**src/rtl/gray2bin_tracker_if.sv**
```systemverilog
// ---------------------------------------------------------------------------
// gray2bin_tracker_if
//   Bundles the sample stream and the tracker results of gray2bin_tracker.
//
//   Signals (master = sample source / result consumer, slave = tracker):
//     clr        master->slave  synchronous soft clear of tracking state
//     gin        master->slave  Gray-coded sample, WIDTH bits
//     gin_valid  master->slave  gin is qualified this cycle
//     bin_out    slave->master  registered binary of last accepted sample
//     bin_valid  slave->master  one-cycle pulse when bin_out updates
//     step_up    slave->master  one-cycle pulse for a +1 step
//     step_dn    slave->master  one-cycle pulse for a -1 step
//     step_err   slave->master  one-cycle pulse for an illegal jump
//     position   slave->master  signed up/down accumulator, POS_W bits
//     err_cnt    slave->master  saturating count of illegal jumps
// ---------------------------------------------------------------------------
interface gray2bin_tracker_if #(
  parameter int WIDTH = 3,
  parameter int POS_W = 16
);
  logic             clr;
  logic [WIDTH-1:0] gin;
  logic             gin_valid;
  logic [WIDTH-1:0] bin_out;
  logic             bin_valid;
  logic             step_up;
  logic             step_dn;
  logic             step_err;
  logic [POS_W-1:0] position;
  logic [7:0]       err_cnt;

  modport master (
    output clr, gin, gin_valid,
    input  bin_out, bin_valid, step_up, step_dn, step_err, position, err_cnt
  );

  modport slave (
    input  clr, gin, gin_valid,
    output bin_out, bin_valid, step_up, step_dn, step_err, position, err_cnt
  );
endinterface

```
**src/rtl/gray2bin_tracker.sv**
```systemverilog
// ---------------------------------------------------------------------------
// gray2bin_tracker
//   Converts a Gray-coded position sample into binary and tracks the motion
//   between consecutive accepted samples: +1 / -1 steps move a signed
//   accumulator, any larger jump is flagged and counted.
//
//   Parameters:
//     WIDTH  Gray / binary width (>= 2)
//     POS_W  width of the position accumulator
//
//   Ports:
//     clk   sole clock, rising edge
//     rst   synchronous active-high reset, highest priority
//     bus   gray2bin_tracker_if.slave (clr, gin, gin_valid in; results out)
//
//   Configuration macro:
//     G2B_INSYNC_EN  when defined, gin and gin_valid each pass through a
//                    two-flop synchroniser before conversion (latency 3
//                    cycles instead of 1). The synchroniser clears on rst
//                    and on clr.
// ---------------------------------------------------------------------------
module gray2bin_tracker #(
  parameter int WIDTH = 3,
  parameter int POS_W = 16
) (
  input logic             clk,
  input logic             rst,
  gray2bin_tracker_if.slave bus
);

  typedef enum logic {INIT = 1'b0, TRACK = 1'b1} state_t;

  // Sample presented to the conversion stage.
  logic [WIDTH-1:0] conv_gin;
  logic             conv_valid;

`ifdef G2B_INSYNC_EN
  logic [WIDTH-1:0] gin_s1_reg;
  logic [WIDTH-1:0] gin_s2_reg;
  logic             valid_s1_reg;
  logic             valid_s2_reg;

  // Both stages clear on clr so a sample in flight cannot reach the
  // tracker after a soft clear.
  always_ff @(posedge clk) begin
    if (rst || bus.clr) begin
      gin_s1_reg   <= '0;
      gin_s2_reg   <= '0;
      valid_s1_reg <= 1'b0;
      valid_s2_reg <= 1'b0;
    end else begin
      gin_s1_reg   <= bus.gin;
      gin_s2_reg   <= gin_s1_reg;
      valid_s1_reg <= bus.gin_valid;
      valid_s2_reg <= valid_s1_reg;
    end
  end

  assign conv_gin   = gin_s2_reg;
  assign conv_valid = valid_s2_reg;
`else
  assign conv_gin   = bus.gin;
  assign conv_valid = bus.gin_valid;
`endif

  // Gray to binary: each binary bit is the XOR of all Gray bits at or
  // above it, which unrolls b[i] = b[i+1] ^ g[i] without a combinational
  // chain through the same vector.
  logic [WIDTH-1:0] bin_conv;

  generate
    for (genvar gi = 0; gi < WIDTH; gi++) begin : g_conv
      assign bin_conv[gi] = ^conv_gin[WIDTH-1:gi];
    end
  endgenerate

  // bin_out_reg doubles as the previous-sample register: both are loaded
  // with the new value on every accepted sample and both clear together.
  state_t           state_reg,    state_next;
  logic [WIDTH-1:0] bin_out_reg,  bin_out_next;
  logic             bin_valid_reg, bin_valid_next;
  logic             step_up_reg,  step_up_next;
  logic             step_dn_reg,  step_dn_next;
  logic             step_err_reg, step_err_next;
  logic [POS_W-1:0] position_reg, position_next;
  logic [7:0]       err_cnt_reg,  err_cnt_next;

  // Modular difference; wrap across 2^WIDTH-1 <-> 0 falls out naturally.
  logic [WIDTH-1:0] delta;
  assign delta = bin_conv - bin_out_reg;

  always_comb begin
    state_next     = state_reg;
    bin_out_next   = bin_out_reg;
    bin_valid_next = 1'b0;
    step_up_next   = 1'b0;
    step_dn_next   = 1'b0;
    step_err_next  = 1'b0;
    position_next  = position_reg;
    err_cnt_next   = err_cnt_reg;

    if (conv_valid) begin
      bin_out_next   = bin_conv;
      bin_valid_next = 1'b1;
      unique case (state_reg)
        INIT: begin
          // First sample only establishes the reference point.
          state_next = TRACK;
        end
        TRACK: begin
          if (delta == WIDTH'(0)) begin
            // No motion.
          end else if (delta == WIDTH'(1)) begin
            step_up_next  = 1'b1;
            position_next = position_reg + POS_W'(1);
          end else if (delta == {WIDTH{1'b1}}) begin
            step_dn_next  = 1'b1;
            position_next = position_reg - POS_W'(1);
          end else begin
            step_err_next = 1'b1;
            if (err_cnt_reg != 8'hFF) begin
              err_cnt_next = err_cnt_reg + 8'd1;
            end
          end
        end
        default: state_next = INIT;
      endcase
    end
  end

  always_ff @(posedge clk) begin
    if (rst || bus.clr) begin
      state_reg     <= INIT;
      bin_out_reg   <= '0;
      bin_valid_reg <= 1'b0;
      step_up_reg   <= 1'b0;
      step_dn_reg   <= 1'b0;
      step_err_reg  <= 1'b0;
      position_reg  <= '0;
      err_cnt_reg   <= '0;
    end else begin
      state_reg     <= state_next;
      bin_out_reg   <= bin_out_next;
      bin_valid_reg <= bin_valid_next;
      step_up_reg   <= step_up_next;
      step_dn_reg   <= step_dn_next;
      step_err_reg  <= step_err_next;
      position_reg  <= position_next;
      err_cnt_reg   <= err_cnt_next;
    end
  end

  assign bus.bin_out   = bin_out_reg;
  assign bus.bin_valid = bin_valid_reg;
  assign bus.step_up   = step_up_reg;
  assign bus.step_dn   = step_dn_reg;
  assign bus.step_err  = step_err_reg;
  assign bus.position  = position_reg;
  assign bus.err_cnt   = err_cnt_reg;

  // Step classification is mutually exclusive by construction.
  step_onehot_a : assert property (@(posedge clk) disable iff (rst)
    $onehot0({step_up_reg, step_dn_reg, step_err_reg}));

endmodule

```
**src/flat_wrapper.sv**
```systemverilog
// flat-port wrapper written by rule: the top's interface ports become plain ports
module gray2bin_tracker_flat 
#(
  parameter int WIDTH = 3,
  parameter int POS_W = 16
)
  (clk, rst, bus_clr, bus_gin, bus_gin_valid, bus_bin_out, bus_bin_valid, bus_step_up, bus_step_dn, bus_step_err, bus_position, bus_err_cnt);
  gray2bin_tracker_if #(.WIDTH(WIDTH), .POS_W(POS_W)) bus_i ();
  input logic clk;
  input logic rst;
  input wire logic [$bits(bus_i.clr)-1:0] bus_clr;
  input wire logic [$bits(bus_i.gin)-1:0] bus_gin;
  input wire logic [$bits(bus_i.gin_valid)-1:0] bus_gin_valid;
  output wire logic [$bits(bus_i.bin_out)-1:0] bus_bin_out;
  output wire logic [$bits(bus_i.bin_valid)-1:0] bus_bin_valid;
  output wire logic [$bits(bus_i.step_up)-1:0] bus_step_up;
  output wire logic [$bits(bus_i.step_dn)-1:0] bus_step_dn;
  output wire logic [$bits(bus_i.step_err)-1:0] bus_step_err;
  output wire logic [$bits(bus_i.position)-1:0] bus_position;
  output wire logic [$bits(bus_i.err_cnt)-1:0] bus_err_cnt;
  assign bus_i.clr = bus_clr;
  assign bus_i.gin = bus_gin;
  assign bus_i.gin_valid = bus_gin_valid;
  assign bus_bin_out = bus_i.bin_out;
  assign bus_bin_valid = bus_i.bin_valid;
  assign bus_step_up = bus_i.step_up;
  assign bus_step_dn = bus_i.step_dn;
  assign bus_step_err = bus_i.step_err;
  assign bus_position = bus_i.position;
  assign bus_err_cnt = bus_i.err_cnt;
  gray2bin_tracker #(.WIDTH(WIDTH), .POS_W(POS_W)) u_core (.clk(clk), .rst(rst), .bus(bus_i));
endmodule
```
**config.mk**
```make
export PLATFORM = sky130hd
export DESIGN_NAME = gray2bin_tracker_flat
export DESIGN_NICKNAME = d
export VERILOG_FILES = /design/src/rtl/gray2bin_tracker_if.sv /design/src/rtl/gray2bin_tracker.sv /design/src/flat_wrapper.sv
export SDC_FILE = /design/constraint.sdc
export NUM_CORES = 1
export LEC_CHECK = 0
export CORE_MARGIN = 8
export CORE_UTILIZATION = 65
export DETAILED_ROUTE_END_ITERATION = 6
export DONT_BUFFER_PORTS = 1
export PLACE_DENSITY_LB_ADDON = 0.12
export SYNTH_ARGS = -nofsm -noshare
export SYNTH_HDL_FRONTEND = slang
export SYNTH_SLANG_ARGS = --single-unit
```
**constraint.sdc**
```tcl
create_clock -name clk -period 7.8 [get_ports clk]
set_input_delay 1.17 -clock clk [delete_from_list [all_inputs] [get_ports clk]]
set_output_delay 1.17 -clock clk [all_outputs]
set_load 0.05 [all_outputs]
```
==> results.toml <==
[drt]
drc = 0
ant_nets = 0
drt-initial-drc-count = 97
vias_per_cell = 5.96
wl_per_cell_um = 15.4
firstDrtPassIters = 4
wl_um = 4490
num_vias = 1734

[global_route]
track_usage_pct = 17.7
met2_usage_pct = 26.3
grt_max_degree = 26
grt-ovfl-total = 0
antenna_found_initial = 0
grt_pass1_wl_um = 7560
first_global_vias = 1595
gr-usage-met3_pct = 5.49
grt.busiest_layer = "met2"
use_met1_pct = 23.3

[floorplan]
die-area_um2 = 5270
die_h_um = 72.6
rows = 20
ios = 38
start_util_pct = 68.2
core_um2 = 3050
die_w_um = 72.6

[layout]
fill_cells = 256
drive_above_1_share_pct = 5.26
largest_reg_flops = 16
area_growth_pct = 3.97
num-nets-final = 274
fin_area_um2 = 2160
n_antenna_cell = 0

[yosys]
synth-main-ff-cell = "dfxtp_1"
async_reset_ff_share_pct = 0
synth-seq-cells = 32
syn-num-nets = 280
synth_edf_count = 0
ys_top_cells_by_area = "dfxtp_1 (31%), ha_1 (11%), a21oi_1 (5.3%), nand2_1 (4.9%), xnor2_1 (4.2%)"
synth.distinct_cells = 43
yosysTopAreaCell = "dfxtp_1"
synth_top_area_share_pct = 30.8
yosysWarnings = 0
syn_area_per_cell_um2 = 8.26
yosysSeqAreaShare_pct = 30.8
syn_inst = 252
synth_area_um2 = 2080

[sta]
finalMaxSlewViolations = 0
whs_ps = 513
tns_ps = 0
max_slew_margin_pct = 48.3
fmax_ghz = 0.205
rsz0062_at_grt = "false"
fin_crit_sh_pct = 62.4
fin_crit_ps = 4870
worst_slew_pin_slew_ps = 773
fin_skew_ps = 9.97
setup_viol = 0
hold_viol = 0

[clocking]
cts_resized = 0
clock_latency_ps = 340
cts_buffer_depth = 2
cts-root-buf = "clkbuf_4"
path_clk_slew_ps = 110
postCtsHoldBufs = 0
cts_buffers = 5
cts_sinks = 32
htree_levels = 2
cts_setup_buffers = 0
cts_tree = "built"

[power_and_ir_drop]
ir_drop_mv = 0.165
switching_power_mw = 0.126
seqPwrFrac_pct = 44.4
power.total_mw = 0.392
p_leak_nw = 0.880
p_per_area_nw_per_um2 = 181
comb_power_share_pct = 22.4
p_sw_share_pct = 32.2
p_int_mw = 0.266
p_clk_share_pct = 33.2

[critical_path]
start_kind = "primary input"
critical_path_class = "in2reg"
r2r_setup_slack_ps = 3530
end_kind = "flip-flop"
cp.required_ps = 8020
critPathMaxFanout = 19
arrival_ps = 5090

[placed_design]
placed_cell_area_um2 = 2080
dp_hpwl_um = 3340
gp_congestion = 0.886
port_buffers = 0

[job]
maxCapViolCount = 0

[min_path]
worstHoldPathType = "reg2reg"

[outcome]
outcome = "complete, no violations"
logic make-up after synthesis:
group                    synth area share (%)
AND/OR/NAND/NOR                          24.1
AO/OA/AOI/OAI                            15.7
flip-flops                               30.8
buffers and inverters                    4.15
XOR/XNOR                                 9.55
adder cells (fa/ha/maj)                  13.3
multiplexers                             2.40
metrics by stage:
| stage | utilization (%) | instances | worst slack, ps |
|---|---|---|---|
| 6_report | 70.9 | 291 | 2930 |
| 5_1_grt | 70.9 | 291 | 2440 |
| 4_1_cts | 70.9 | 291 | 2960 |
| 3_5_place_dp | 68.3 | 283 | 2580 |
| 3_3_place_gp | 68.3 | 283 | 2670 |
| 2_1_floorplan | - | 252 | 2970 |
per-layer routing:
layer / wire [µm] / vias up
met5: 0 / -
met4: 60 / 0
met3: 282 / 8
met2: 2010 / 40
met1: 2140 / 793
li1: - / 893
path summary, 6_finish.rpt:
kind,startpoint,end,cells after the start
max reg2reg,u_core.bus.bin_out[0]$_SDFFE_PP0P_,u_core.bus.position[15]$_SDFFE_PP0P_,12
max,bus_gin[2],u_core.bus.position[15]$_SDFFE_PP0P_,14
min reg2reg,u_core.state_reg$_SDFFE_PP0P_,u_core.bus.step_dn$_SDFF_PP0_,2
min,u_core.state_reg$_SDFFE_PP0P_,u_core.bus.step_dn$_SDFF_PP0_,2
worst max-delay path: stages:
cell	delay [ps]
xor2_1	300
xnor2_1	200
ha_1	190
inv_1	50
fa_1	360
xnor3_2	290
or3_1	640
ha_1	540
a21oi_1	150
o21ai_0	290
a21oi_1	130
a2111oi_0	470
o21ai_0	130
nor3b_1	170
layout make-up:
type / count / area [µm²] / area share (%)
Sequential cell: 32 / 641 / 29.6
Multi-Input combinational cell: 198 / 1360 / 62.6
Clock buffer: 5 / 37.5 / 1.73
Clock inverter: 3 / 42.5 / 1.97
Tap cell: 44 / 55.1 / 2.54
Inverter: 9 / 33.8 / 1.56
power by group through the flow:
stage | logic [mW] | clock network (mW) | registers, mW
2_1_floorplan | 0.0733 | 0 | 0.177
3_3_place_gp | 0.0858 | 0 | 0.178
3_5_place_dp | 0.0869 | 0 | 0.178
4_1_cts | 0.0875 | 0.133 | 0.174
5_1_grt | 0.0986 | 0.138 | 0.174
6_report | 0.0879 | 0.130 | 0.174
layout by cell type, fill, tap and decap left out, types with 2 or more instances in the layout:
cell,Yosys,final
nor3_1,5,5
nand3_1,15,15
inv_1,9,9
a21o_1,2,2
xor2_1,10,10
a21oi_1,22,22
xnor2_1,10,10
ha_1,19,19
nand3b_1,2,2
and2_1,4,4
dfxtp_1,32,32
o31ai_1,2,2
o21bai_1,2,2
nor3b_1,2,2
a211oi_1,2,2
and4_1,2,2
or3_1,2,2
nand4_1,10,10
nor2_1,21,21
a31oi_1,2,2
o21a_1,2,2
clkbuf_4,0,5
mux2i_1,5,5
o21ai_0,12,12
fa_1,2,2
nand2_1,27,27
synth_stat cells (all sizes together) (2+ instances only):
| master | instances |
|---|---|
| fa | 2 |
| or3 | 2 |
| ha | 19 |
| dfxtp | 32 |
| a31oi | 2 |
| and2 | 4 |
| nor2 | 21 |
| o21bai | 2 |
| xnor2 | 10 |
| clkbuf | 10 |
| nor3b | 2 |
| xor2 | 10 |
| nand3 | 15 |
| nand2 | 27 |
| and4 | 2 |
| o21a | 2 |
| or2 | 2 |
| nor4 | 2 |
| a211oi | 2 |
| nand3b | 2 |
| a21oi | 22 |
| buf | 3 |
| a21o | 2 |
| o31ai | 2 |
| o21ai | 12 |
| inv | 9 |
| mux2i | 5 |
| nor3 | 6 |
| nand4 | 10 |
Power figures use the tool's default switching activity.
